**config.mk**
```make
export PLATFORM = sky130hd
export DESIGN_NAME = exers_mcalu_flat
export DESIGN_NICKNAME = d
export VERILOG_FILES = /design/src/rtl/exers_mcalu_if.sv /design/src/rtl/exers_mcalu.sv /design/src/flat_wrapper.sv
export SDC_FILE = /design/constraint.sdc
export NUM_CORES = 1
export LEC_CHECK = 0
export BUFFER_PORTS_ARGS = -buffer_cell sky130_fd_sc_hd__buf_2
export CELL_PAD_IN_SITES_DETAIL_PLACEMENT = 0
export CELL_PAD_IN_SITES_GLOBAL_PLACEMENT = 2
export CORE_AREA = 2 2 261 314
export DETAILED_ROUTE_END_ITERATION = 10
export DIE_AREA = 0 0 263 316
export PLACE_DENSITY_LB_ADDON = 0.1
export SETUP_SLACK_MARGIN = 0.05
export SYNTH_ARGS = -nofsm -noshare
export SYNTH_HDL_FRONTEND = slang
export SYNTH_SLANG_ARGS = --single-unit
```
**constraint.sdc**
```tcl
create_clock -name clk -period 4.4 [get_ports clk]
set_clock_uncertainty 0.2 [all_clocks]
set_input_delay 0.44 -clock clk [delete_from_list [all_inputs] [get_ports clk]]
set_output_delay 0.44 -clock clk [all_outputs]
set_load 0.005 [all_outputs]
```
**src/rtl/exers_mcalu_if.sv**
```systemverilog
// Dispatch, writeback, flush and mcalu issue bundle for the mcalu reservation station.
// The slave modport is the station's view; master is the surrounding pipeline or testbench.
interface exers_mcalu_if;
    logic        dispatch_valid;
    logic [4:0]  dispatch_op;
    logic [6:0]  dispatch_robid;
    logic [5:0]  dispatch_rd;
    logic        dispatch_op1_rdy;
    logic        dispatch_op2_rdy;
    logic [31:0] dispatch_op1;
    logic [31:0] dispatch_op2;
    logic        exers_stall;

    logic        exers_mcalu_issue;
    logic [4:0]  exers_mcalu_op;
    logic [6:0]  exers_robid;
    logic [5:0]  exers_rd;
    logic [31:0] exers_op1;
    logic [31:0] exers_op2;
    logic        mcalu_stall;

    logic        wb_valid;
    logic [6:0]  wb_robid;
    logic [31:0] wb_result;
    logic        rob_flush;

    modport slave (
        input  dispatch_valid, dispatch_op, dispatch_robid, dispatch_rd,
        input  dispatch_op1_rdy, dispatch_op2_rdy, dispatch_op1, dispatch_op2,
        output exers_stall,
        output exers_mcalu_issue, exers_mcalu_op, exers_robid, exers_rd, exers_op1, exers_op2,
        input  mcalu_stall,
        input  wb_valid, wb_robid, wb_result, rob_flush
    );

    modport master (
        output dispatch_valid, dispatch_op, dispatch_robid, dispatch_rd,
        output dispatch_op1_rdy, dispatch_op2_rdy, dispatch_op1, dispatch_op2,
        input  exers_stall,
        input  exers_mcalu_issue, exers_mcalu_op, exers_robid, exers_rd, exers_op1, exers_op2,
        output mcalu_stall,
        output wb_valid, wb_robid, wb_result, rob_flush
    );
endinterface

```
**src/rtl/exers_mcalu.sv**
```systemverilog
// Collapsing-queue reservation station feeding the multi-cycle ALU; entry 0 is always the oldest.
// Optional same-cycle wakeup-to-issue bypass is enabled by defining EXERS_MCALU_WAKEUP_BYPASS_EN.
module exers_mcalu #(
    parameter int DEPTH = 4
) (
    input  logic          clk,
    input  logic          rst,
    exers_mcalu_if.slave  bus
);
    localparam int IDX_W = $clog2(DEPTH);

    typedef struct packed {
        logic        valid;
        logic [4:0]  op;
        logic [6:0]  robid;
        logic [5:0]  rd;
        logic        rdy1;
        logic [31:0] val1;
        logic        rdy2;
        logic [31:0] val2;
    } entry_t;

    entry_t             ent_q [DEPTH];
    entry_t             ent_n [DEPTH];
    entry_t             new_e;
    entry_t             sel_e;
    logic [DEPTH-1:0]   elig;
    logic [IDX_W-1:0]   sel_idx;
    logic               found;
    logic               full;
    logic               retire;
    logic               accept;
    logic               placed;

    // Capture a broadcast into any still-waiting operand whose tag matches.
    function automatic entry_t wake(entry_t e, logic wbv, logic [6:0] tag, logic [31:0] res);
        entry_t r;
        r = e;
        if (wbv && !e.rdy1 && e.val1[6:0] == tag) begin
            r.rdy1 = 1'b1;
            r.val1 = res;
        end
        if (wbv && !e.rdy2 && e.val2[6:0] == tag) begin
            r.rdy2 = 1'b1;
            r.val2 = res;
        end
        return r;
    endfunction

    // Valid entries are always contiguous from slot 0, so the top slot alone tells us "full".
    assign full            = ent_q[DEPTH-1].valid;
    assign bus.exers_stall = full;

`ifdef EXERS_MCALU_WAKEUP_BYPASS_EN
    logic [DEPTH-1:0] m1;
    logic [DEPTH-1:0] m2;
`endif

    always_comb begin : select
        found   = 1'b0;
        sel_idx = '0;
        elig    = '0;
`ifdef EXERS_MCALU_WAKEUP_BYPASS_EN
        m1 = '0;
        m2 = '0;
`endif
        for (int i = 0; i < DEPTH; i++) begin
`ifdef EXERS_MCALU_WAKEUP_BYPASS_EN
            m1[i]   = bus.wb_valid && !ent_q[i].rdy1 && ent_q[i].val1[6:0] == bus.wb_robid;
            m2[i]   = bus.wb_valid && !ent_q[i].rdy2 && ent_q[i].val2[6:0] == bus.wb_robid;
            elig[i] = ent_q[i].valid && (ent_q[i].rdy1 || m1[i]) && (ent_q[i].rdy2 || m2[i]);
`else
            elig[i] = ent_q[i].valid && ent_q[i].rdy1 && ent_q[i].rdy2;
`endif
            if (elig[i] && !found) begin
                found   = 1'b1;
                sel_idx = IDX_W'(i);
            end
        end
    end

    assign sel_e                 = ent_q[sel_idx];
    assign bus.exers_mcalu_issue = found;
    assign bus.exers_mcalu_op    = sel_e.op;
    assign bus.exers_robid       = sel_e.robid;
    assign bus.exers_rd          = sel_e.rd;
`ifdef EXERS_MCALU_WAKEUP_BYPASS_EN
    assign bus.exers_op1 = m1[sel_idx] ? bus.wb_result : sel_e.val1;
    assign bus.exers_op2 = m2[sel_idx] ? bus.wb_result : sel_e.val2;
`else
    assign bus.exers_op1 = sel_e.val1;
    assign bus.exers_op2 = sel_e.val2;
`endif

    always_comb begin : next_state
        retire = found & ~bus.mcalu_stall;
        accept = bus.dispatch_valid & ~full & ~bus.rob_flush;

        // Collapse above the retiring entry; wakeup lands at each entry's new position.
        for (int i = 0; i < DEPTH - 1; i++) begin
            if (retire && i >= int'(sel_idx))
                ent_n[i] = wake(ent_q[i+1], bus.wb_valid, bus.wb_robid, bus.wb_result);
            else
                ent_n[i] = wake(ent_q[i], bus.wb_valid, bus.wb_robid, bus.wb_result);
        end
        if (retire)
            ent_n[DEPTH-1] = '0;
        else
            ent_n[DEPTH-1] = wake(ent_q[DEPTH-1], bus.wb_valid, bus.wb_robid, bus.wb_result);

        new_e.valid = 1'b1;
        new_e.op    = bus.dispatch_op;
        new_e.robid = bus.dispatch_robid;
        new_e.rd    = bus.dispatch_rd;
        new_e.rdy1  = bus.dispatch_op1_rdy;
        new_e.val1  = bus.dispatch_op1;
        new_e.rdy2  = bus.dispatch_op2_rdy;
        new_e.val2  = bus.dispatch_op2;
        new_e       = wake(new_e, bus.wb_valid, bus.wb_robid, bus.wb_result);

        placed = 1'b0;
        for (int i = 0; i < DEPTH; i++) begin
            if (accept && !placed && !ent_n[i].valid) begin
                ent_n[i] = new_e;
                placed   = 1'b1;
            end
        end
    end

    always_ff @(posedge clk) begin
        for (int i = 0; i < DEPTH; i++) begin
            ent_q[i] <= ent_n[i];
            // NOTE: only the valid bits are reset; payload fields are don't-care while invalid,
            // so leaving them unreset keeps the storage plain flops without reset muxes.
            if (rst || bus.rob_flush)
                ent_q[i].valid <= 1'b0;
        end
    end
endmodule
```
**src/flat_wrapper.sv**
```systemverilog
// flat-port wrapper written by rule: the top's interface ports become plain ports
module exers_mcalu_flat 
#(
    parameter int DEPTH = 4
)
  (clk, rst, bus_dispatch_valid, bus_dispatch_op, bus_dispatch_robid, bus_dispatch_rd, bus_dispatch_op1_rdy, bus_dispatch_op2_rdy, bus_dispatch_op1, bus_dispatch_op2, bus_exers_stall, bus_exers_mcalu_issue, bus_exers_mcalu_op, bus_exers_robid, bus_exers_rd, bus_exers_op1, bus_exers_op2, bus_mcalu_stall, bus_wb_valid, bus_wb_robid, bus_wb_result, bus_rob_flush);
  exers_mcalu_if bus_i ();
  input  logic clk;
  input  logic rst;
  input wire logic [$bits(bus_i.dispatch_valid)-1:0] bus_dispatch_valid;
  input wire logic [$bits(bus_i.dispatch_op)-1:0] bus_dispatch_op;
  input wire logic [$bits(bus_i.dispatch_robid)-1:0] bus_dispatch_robid;
  input wire logic [$bits(bus_i.dispatch_rd)-1:0] bus_dispatch_rd;
  input wire logic [$bits(bus_i.dispatch_op1_rdy)-1:0] bus_dispatch_op1_rdy;
  input wire logic [$bits(bus_i.dispatch_op2_rdy)-1:0] bus_dispatch_op2_rdy;
  input wire logic [$bits(bus_i.dispatch_op1)-1:0] bus_dispatch_op1;
  input wire logic [$bits(bus_i.dispatch_op2)-1:0] bus_dispatch_op2;
  output wire logic [$bits(bus_i.exers_stall)-1:0] bus_exers_stall;
  output wire logic [$bits(bus_i.exers_mcalu_issue)-1:0] bus_exers_mcalu_issue;
  output wire logic [$bits(bus_i.exers_mcalu_op)-1:0] bus_exers_mcalu_op;
  output wire logic [$bits(bus_i.exers_robid)-1:0] bus_exers_robid;
  output wire logic [$bits(bus_i.exers_rd)-1:0] bus_exers_rd;
  output wire logic [$bits(bus_i.exers_op1)-1:0] bus_exers_op1;
  output wire logic [$bits(bus_i.exers_op2)-1:0] bus_exers_op2;
  input wire logic [$bits(bus_i.mcalu_stall)-1:0] bus_mcalu_stall;
  input wire logic [$bits(bus_i.wb_valid)-1:0] bus_wb_valid;
  input wire logic [$bits(bus_i.wb_robid)-1:0] bus_wb_robid;
  input wire logic [$bits(bus_i.wb_result)-1:0] bus_wb_result;
  input wire logic [$bits(bus_i.rob_flush)-1:0] bus_rob_flush;
  assign bus_i.dispatch_valid = bus_dispatch_valid;
  assign bus_i.dispatch_op = bus_dispatch_op;
  assign bus_i.dispatch_robid = bus_dispatch_robid;
  assign bus_i.dispatch_rd = bus_dispatch_rd;
  assign bus_i.dispatch_op1_rdy = bus_dispatch_op1_rdy;
  assign bus_i.dispatch_op2_rdy = bus_dispatch_op2_rdy;
  assign bus_i.dispatch_op1 = bus_dispatch_op1;
  assign bus_i.dispatch_op2 = bus_dispatch_op2;
  assign bus_exers_stall = bus_i.exers_stall;
  assign bus_exers_mcalu_issue = bus_i.exers_mcalu_issue;
  assign bus_exers_mcalu_op = bus_i.exers_mcalu_op;
  assign bus_exers_robid = bus_i.exers_robid;
  assign bus_exers_rd = bus_i.exers_rd;
  assign bus_exers_op1 = bus_i.exers_op1;
  assign bus_exers_op2 = bus_i.exers_op2;
  assign bus_i.mcalu_stall = bus_mcalu_stall;
  assign bus_i.wb_valid = bus_wb_valid;
  assign bus_i.wb_robid = bus_wb_robid;
  assign bus_i.wb_result = bus_wb_result;
  assign bus_i.rob_flush = bus_rob_flush;
  exers_mcalu #(.DEPTH(DEPTH)) u_core (.clk(clk), .rst(rst), .bus(bus_i));
endmodule
```
==> flow_results.org, run 1 <==
** Hold path
- WHS Path Cells :: 3
- The path class of the tightest hold or removal check is in2reg.
- Min-delay src :: bus_dispatch_op1[14]
- Hold Crit Endpoint :: u_core.ent_q[0][47]

** Clocking
- Buffers inserted during clock tree synthesis total 44.
- Max Root-Sink Buffers :: 3
- The clock net in this run drives a total of 340 sinks.
- Clock-pin slew on the worst setup and hold paths :: approximately 0.060 ns
- For this design, the CTS-stage hold fixing added 24 buffers.
- The clock reaches the later pin of the worst-skew pair after 0.58 ns.
- In this run, post-CTS repair resized a total of 0 instances.
- Clock tree from TritonCTS :: built
- In this run the clock root is driven by a sky130_fd_sc_hd__clkbuf_16.
- Number of buffers added for setup after CTS :: 0
- The H-tree generated during clock tree synthesis spans 2 levels.

** Critical path
- The setup check on the worst reg-to-reg path leaves a slack of 1.13 ns.
- Critical-path cell with the highest stage delay :: sky130_fd_sc_hd__dfxtp_1
- Depth of the most critical reg-to-reg path :: 6
- Required time worst endpoint :: roughly 3.8 ns
- Together, buffers and inverters on the worst path number 3.
- The most numerous cell type found on the critical path is sky130_fd_sc_hd__buf_4.
- Crit-path cells :: and3_1, o211a_4, buf_4, buf_4, and2_1, a211oi_1, a31oi_1, buf_2
- Data arrival, critical path :: 3.50 ns
- CP max stage delay :: 0.58 ns
- Setup Crit Path Kind :: reg2out
- Critical Path End Type :: output pin
- Top fanout value on the critical path :: 35
- Terminus of the critical flop-to-flop path :: u_core.ent_q[2][2]
- Dominant delay contributor by cell family on the critical path :: compound AO/OA/AOI/OAI gates
- STA classifies the critical path startpoint as a flop.
- In this run the critical register-to-register path is launched from u_core.ent_q[0][84].

** Power and ir drop
- The analysis attributes to cell leakage a power of 8.07 nW.
- Worst ir drop on vdd :: between 0.2 and 0.25 mV
- Total power of the final layout :: 9.83 mW
- PD cells :: between 400 and 500 mW/mm^2

** Routing
- The first detailed-routing pass ran for 6 iterations.
- Iteration-0 DRC count of the detailed router :: about 1600
- Count of antenna-violating nets left after detailed routing :: 0
- For this block, the routed nets add up to roughly 100000 microns of wire.
- After detailed routing, the number of vias per cell comes to approximately 5.7.
- Total vias in the final route :: 20000
- In the routed design, unresolved DRC markers number 0.
- Wirelength per Cell :: just under 30 microns

** Cells and area
- The register with the most flip-flops in the layout has 340 of them.
- The layout has between 8000 and 9000 filler cells.
- Net total in the final layout :: about 2600
- Register area :: ~0.0082 sq mm
- Commonest cells after routing, fill and taps aside :: sky130_fd_sc_hd__nand2_1 (276), sky130_fd_sc_hd__o22ai_1 (226), sky130_fd_sc_hd__buf_2 (212)
- Largest registers in the final layout :: u_core.ent_q (340)
- Of the cells placed in the final design, the portion with a size suffix greater than 1 is 0.163.
- The area growth from synthesis to layout is 19.6%.
- The register with the most flip-flops in the final layout is u_core.ent_q.
- The library cell used most frequently in the layout, excluding fill and tap cells, is sky130_fd_sc_hd__nand2_1.
- The multi-input combinational cells in the finished layout cover a total of around 0.011 sq mm.

** Placed design
- During placement, the flow inserted port buffers numbering roughly 210.
- Placed wire-length estimate after detailed placement :: slightly above 60000 microns
- Final weighted congestion of routability-driven global placement :: about 0.77

** Timing
- Setup violations remaining at the end of the flow were counted as 0.
- Slew HR :: 0.205
- Counting I/O delays and the setup requirement, the final critical path takes slightly above 4 ns.
- The number of slew-limit violations in the final report was 0.
- Accumulated negative setup slack :: 0 ns
- RSZ-0062 raised after global routing :: false
- Dividing the final minimum period by the clock period gives 0.941.
- Hold is met by 0.0397 ns.
- At the pin with the least slew margin, the transition time is roughly 1.2 ns.
- Timing-limited maximum frequency :: between 0.2 and 0.25 GHz
- The number of failing hold endpoints at the final stage was 0.

** Synth
- Of the post-synthesis cell area, the dominant cell type holds 0.208.
- A synthesized cell averages 8.50 sq um.
- Library cell with the largest summed area after synthesis :: sky130_fd_sc_hd__edfxtp_1
- Of all flip-flops after synthesis, the portion carrying an async set or reset was 0.
- Cell types occupying the most area after synthesis :: sky130_fd_sc_hd__edfxtp_1 (21%), sky130_fd_sc_hd__dfxtp_1 (20%), sky130_fd_sc_hd__o22ai_1 (7.1%), sky130_fd_sc_hd__nand2_1 (5.2%), sky130_fd_sc_hd__a21oi_1 (3.7%)
- For this run, the register share of the synthesized area comes to 0.412.
- For this run, the leading register cell type out of synthesis is sky130_fd_sc_hd__dfxtp_1.
- Yosys warns :: 0
- EDFF count, synth :: around 140
- In the synthesized netlist, the number of instances is around 2300.
- The synthesized netlist contains 56 unique library cells.
- Netlist Area Pre-Place :: just under 0.02 sq mm
- Post-synthesis register bit count :: 340
- The number of nets handed over by synthesis was between 2000 and 2500.

** Global routing
- Antenna violations before repair :: 8
- Summed over all layers, the global routing overflow is 0.
- Via count of the first global-routing pass :: about 20000
- The first global-routing pass estimated ~150000 microns of wire.
- In the global route stage, overall resource usage came out at 0.242.
- Pin count of the biggest net entering global routing :: 105

** Floorplan
- Floorplan core area :: 0.0802 sq mm
- Die Y-Extent :: 316 microns
- During I/O placement, the number of pins put on the boundary was between 200 and 250.
- Total number of placement rows :: between 100 and 150
- For this configuration, the core starts out at a cell density of 0.248.
- Die outline area :: 0.0831 sq mm
- From left edge to right edge, the die measures 263 microns.

** Run
- Reported max-cap violation count :: 0

** Run status
- The run finished with clean final reports.
## worst min-delay path: cells and delay by family
kind                   cells  cell delay [ns]
AO/OA/AOI/OAI              2             0.16
buffers and inverters      1             0.10
## report_power, final
group / leakage (nW) / switching (mW) / internal, mW / total (mW)
combinational: 4.34 / 0.920 / 0.758 / 1.68
sequential: 3.03 / 0.562 / 3.88 / 4.44
clock: 0.701 / 1.53 / 2.18 / 3.71
total: 8.07 / 3.02 / 6.81 / 9.83
## metrics by stage
stage	worst slack [ns]	area (sq um)	cells	util
3_5_place_dp	0.866	22100	3407	0.276
2_1_floorplan	0.311	19900	2340	-
5_1_grt	0.0951	23800	3510	0.297
3_3_place_gp	0.863	22100	3407	0.276
6_report	0.258	23800	3512	0.297
4_1_cts	0.235	23800	3510	0.297
## cell usage after synthesis (3+ instances only)
library cell and count:
sky130_fd_sc_hd__clkbuf_1 146, sky130_fd_sc_hd__dfxtp_1 202, sky130_fd_sc_hd__o21a_1 34, sky130_fd_sc_hd__and4_1 8
sky130_fd_sc_hd__o31ai_1 66, sky130_fd_sc_hd__nand3_1 30, sky130_fd_sc_hd__o22ai_1 226, sky130_fd_sc_hd__o21ai_0 72
sky130_fd_sc_hd__buf_6 6, sky130_fd_sc_hd__buf_2 62, sky130_fd_sc_hd__a21boi_0 32, sky130_fd_sc_hd__a31oi_1 84
sky130_fd_sc_hd__and3_1 3, sky130_fd_sc_hd__nor3_1 70, sky130_fd_sc_hd__nand4_1 21, sky130_fd_sc_hd__mux2i_1 64
sky130_fd_sc_hd__inv_1 36, sky130_fd_sc_hd__nand2_1 278, sky130_fd_sc_hd__o221ai_1 64, sky130_fd_sc_hd__nor2b_1 9
sky130_fd_sc_hd__o21ai_1 47, sky130_fd_sc_hd__a211oi_1 82, sky130_fd_sc_hd__and2_1 93, sky130_fd_sc_hd__a21oi_2 20
sky130_fd_sc_hd__edfxtp_1 138, sky130_fd_sc_hd__buf_1 46, sky130_fd_sc_hd__o221a_1 31, sky130_fd_sc_hd__xnor2_1 68
sky130_fd_sc_hd__and2_0 8, sky130_fd_sc_hd__nand2b_1 36, sky130_fd_sc_hd__nor2_1 78, sky130_fd_sc_hd__or3_1 3
sky130_fd_sc_hd__a21oi_1 146
## worst max-delay path by stage
stage / start / end / cells past startpoint / slack (ns)
floorplan: bus_wb_robid[0] / u_core.ent_q[0][33] / 5 / 0.31
global route: u_core.ent_q[0][32] / bus_exers_op1[13] / 8 / 0.1
global placement: u_core.ent_q[0][32] / bus_exers_op1[20] / 8 / 0.86
CTS: u_core.ent_q[2][84] / bus_exers_op1[20] / 8 / 0.24
finish: u_core.ent_q[2][84] / bus_exers_op1[13] / 8 / 0.26
detailed placement: u_core.ent_q[0][32] / bus_exers_op1[20] / 8 / 0.87
## cell type report
cell class | count | share of cell area
sequential | 340 | 0.344
clock buffer | 69 | 0.0558
inverter | 36 | 0.00568
timing repair buffer | 307 | 0.0845
antenna | 2 | 0.000210
tap | 1044 | 0.0549
clock inverter | 10 | 0.00437
multi-input combinational | 1704 | 0.450
## metal layers
layer | vias to the layer above | GRT usage | routed length, microns
met1 | 10000 | 0.308 | 44400
met3 | 198 | 0.0358 | 5920
li1 | 8995 | - | -
met5 | - | 0 | 62
met2 | 792 | 0.416 | 49700
met4 | 10 | 0.0856 | 3530
## logic make-up (layout without fill, tap and decap cells)
kind of cell / count (synthesis) / after routing / synth area share
buf+inv: 296 / 422 / 0.0620
other cells: 0 / 2 / 0
simple gates: 648 / 648 / 0.155
mux: 64 / 64 / 0.0322
compound gates: 922 / 922 / 0.308
xor+xnor: 70 / 70 / 0.0308
flops: 340 / 340 / 0.412
(Power assumes the default switching activity.)
==> inputs of run 2 (changes only) <==
ABC_AREA = 1   (was not set)
CORE_AREA = 2 2 279 336   (was 2 2 261 314)
DIE_AREA = 0 0 281 338   (was 0 0 263 316)
==> run 2 against run 1 <==
Compared with the run above: worst setup slack improved by 0.39 ns; count of clock-buffer cells in the layout increased by 3; first-iteration DRC count grew 40%; via count grew 27%; register-to-register slack worse by 0.11 ns; die area is 14% higher; flip-flop and latch count unchanged; highest routed layer is now met4; hold slack got worse by 0.015 ns; largest cell class unchanged.
==> flow_results.org, run 2 <==
** Run status
- Run status :: completed

** Clocking
- Inserted Clock Buffers :: 47
- Number of buffers added for setup after CTS :: 0
- TritonCTS built the clock tree.
- Clock tree synthesis selected as its root buffer the cell sky130_fd_sc_hd__clkbuf_16.
- Clock-pin slew on the worst setup and hold paths :: about 0.06 ns
- The later pin in the worst-skew pair is clocked with a latency of just over 0.6 ns.
- The H-tree was split into 2 levels.
- TritonCTS sink count :: 340
- Max Root-Sink Buffers :: 3
- Quantity of gates resized following cts :: 0

** Cells and area
- Synthesis-to-finish area growth :: 17.1%
- Most common library cell in the layout ignoring fill and taps :: sky130_fd_sc_hd__nand2_1
- 0 antenna diodes ended up in the layout.
- The sequential cells in the finished layout cover a total of a little over 0.008 sq mm.
- Multi-input combinational cell area :: 0.0126 sq mm
- Number of fillers in the final layout :: between 10000 and 15000
- Register name with the most flops :: u_core.ent_q
- The largest registers in the layout are u_core.ent_q (340).
- Number of flip-flops under the largest register name :: 340
- Fraction of final layout cells with drive strength greater than 1 :: 0.114
- Commonest cells after routing, fill and taps aside :: sky130_fd_sc_hd__nand2_1 (1397), sky130_fd_sc_hd__nand3_1 (884), sky130_fd_sc_hd__buf_2 (212)
- Net total in the final layout :: approximately 3800

** Timing
- Timing-limited maximum frequency :: 0.267 GHz
- For the pin with the worst max-slew slack, the measured transition is approximately 1.1 ns.
- Setup WS post-layout :: ~0.65 ns
- Setup violations remaining at the end of the flow were counted as 0.
- Number of hold-slack violations in the final timing report :: 0
- Setup repair after global routing left no endpoint under its margin.
- Of the available clock period, the critical path in the final layout requires 0.852.
- The number of slew-limit violations in the final report was 0.
- Across all hold checks on the routed design, the worst slack comes to between 0.02 and 0.025 ns.
- Measured against its own limit, the worst slew margin works out to 0.294.
- Subtracting the final worst setup slack from the clock period gives about 3.8 ns.
- Accumulated negative setup slack :: 0 ns

** Floorplan
- For this configuration, the core starts out at a cell density of 0.248.
- Floorplan core area :: between 0.09 and 0.1 sq mm
- In this run the core area contains ~120 standard-cell rows.
- In this run the horizontal extent of the chip is about 280 microns.
- Number of top-level pins :: 213
- In this run the vertical extent of the chip is about 340 microns.
- The floorplan step defined a die boundary enclosing around 0.095 sq mm.

** Power and ir drop
- The design draws between 10 and 15 mW.
- Summed over all cells, the static leakage comes to ~12 nW.
- PD cells :: 433 mW/mm^2
- Worst ir drop on vdd :: 0.242 mV

** Synth
- When the netlist entered floorplanning its net count stood at roughly 3800.
- In the synthesized netlist the dominant register cell turns out to be sky130_fd_sc_hd__dfxtp_1.
- Yosys warns :: 0
- Yosys attributes the largest share of cell area to sky130_fd_sc_hd__nand2_1 (23%), sky130_fd_sc_hd__nand3_1 (19%), sky130_fd_sc_hd__edfxtp_1 (18%), sky130_fd_sc_hd__dfxtp_1 (18%), sky130_fd_sc_hd__o21ai_0 (3.6%).
- EDFF count, synth :: 138
- In this run, synthesis produced a sequential element count of between 300 and 400.
- Counting flops with an async set or reset pin after synthesis yields a share of 0.
- Synth top cells by count :: sky130_fd_sc_hd__nand2_1 (1405), sky130_fd_sc_hd__nand3_1 (886), sky130_fd_sc_hd__dfxtp_1 (202)
- Among all cell types in the netlist, the one instantiated most often is sky130_fd_sc_hd__nand2_1.
- The number of different library cells used by synthesis comes to 34.
- For this run, the register share of the synthesized area comes to 0.360.
- Library cell with the largest summed area after synthesis :: sky130_fd_sc_hd__nand2_1
- Netlist Area Pre-Place :: 0.0228 sq mm
- Share of Yosys cell area claimed by the top area cell type :: 0.232
- Synthesized instance count :: around 3600
- Averaged over all synthesized cells, the footprint is about 6.2 sq um.

** Critical path
- Along the worst path, the maximum fanout reaches 105.
- For this run, the slowest stage of the critical path takes 0.55 ns.
- Setup crit start kind :: flop
- Required time worst endpoint :: ~3.8 ns
- Traced cell by cell, the critical path runs through nand3_4, buf_12, nand2_4, buf_12, o21ai_0, a21oi_1, nor2_1, buf_2.
- Data arrival, critical path :: about 3.1 ns
- Setup Crit Path Kind :: reg2out
- STA classifies the critical path endpoint as an output pin.
- Critical-path cell with the highest stage delay :: sky130_fd_sc_hd__buf_12
- Counting both buffers and inverters, the worst setup path holds a total of 3.
- Most frequent cell on the critical path :: sky130_fd_sc_hd__buf_12
- Dominant delay contributor by cell family on the critical path :: buffers and inverters

** Routing
- For this block, the via count after detailed routing is 25400.
- In the routed design, unresolved DRC markers number 0.
- In the final routed layout, each cell accounts on average for roughly 24 microns.
- Iteration-0 DRC count of the detailed router :: approximately 2300
- Count of antenna-violating nets left after detailed routing :: 0
- The routed design has around 120000 microns of wire.
- For this run, the detailed router's first-pass iteration total came to 5.
- Using the TritonRoute via totals, the vias-per-cell ratio works out to 5.10.

** Placed design
- Placed wire-length estimate after detailed placement :: approximately 71000 microns
- Post-place setup slack :: around 1.0 ns
- PortBufs :: 212
- Routability-driven placement finished with a final weighted congestion of 0.811.

** Global routing
- Final global-route overflow total :: 0
- For this run, the total global-route usage over all layers was measured as 0.248.
- Entering global routing, the biggest net connects between 100 and 150 pins.
- The initial antenna violation count is 0.
- Wire length of the first global-routing pass :: roughly 170000 microns
- Via count of the first global-routing pass :: 25200

** Hold path
- The min-delay analysis places its worst path in the category in2reg.

** Run
- Reported max-cap violation count :: 0
-- run 2: worst paths after layout --
path                         from             endpoint  slack, ns  cells past startpoint
min reg2reg   u_core.ent_q[3][84]  u_core.ent_q[3][84]       0.37                      2
min          bus_dispatch_op2[15]  u_core.ent_q[1][15]       0.02                      5
max reg2reg   u_core.ent_q[0][65]  u_core.ent_q[1][26]       1.02                     11
max           u_core.ent_q[0][65]     bus_exers_op2[5]       0.65                      8
-- run 2: final cells by class --
cell class                      instances  share of cell area
Multi-Input combinational cell       2810               0.472
Sequential cell                       340               0.307
Timing Repair Buffer                  314              0.0789
Tap cell                             1240              0.0582
Clock buffer                           72              0.0515
Inverter                              191              0.0270
Clock inverter                         13             0.00568
-- run 2: report_power, final --
group | internal [mW] | switching, mW | total (mW)
sequential | 4.03 | 0.419 | 4.45
combinational | 1.04 | 2.10 | 3.15
clock | 2.31 | 1.63 | 3.94
-- run 2: timing repair --
action / in CTS / in global routing
endpoints found under the hold margin: 68 / 0
setup endpoints to repair: 0 / 0
hold buffers: 35 / 0
-- run 2: layer usage --
metal | up-vias | GRT usage | share of wire
met5 | - | 0 | 0
met2 | 958 | 0.444 | 0.49
li1 | 12100 | - | -
met4 | 0 | 0.0654 | 0.026
met1 | 12100 | 0.313 | 0.43
met3 | 166 | 0.0286 | 0.054
-- run 2: logic make-up (layout without fill, tap and decap cells) --
family / Yosys count / in the layout / share of synthesized area
xor gates and xnor gates: 9 / 9 / 0.00346
AOI/OAI and AO/OA: 365 / 365 / 0.0845
DFF: 340 / 340 / 0.360
and+or+nand+nor: 2436 / 2436 / 0.456
buffers and inverters: 499 / 590 / 0.0959
-- run 2: metrics by stage --
stage | util | instances | cell area (sq um)
CTS | 0.291 | 4980 | 26700
detailed placement | 0.270 | 4860 | 24800
finish | 0.291 | 4980 | 26700
floorplan | - | 3649 | 22800
global placement | 0.270 | 4860 | 24800
global route | 0.291 | 4980 | 26700
-- run 2: tightest hold or removal path, delay by kind of cell --
kind,cells,cell delay (ns)
AO/OA/AOI/OAI,1,0.10
AND/OR/NAND/NOR,3,0.19
buffers and inverters,1,0.08
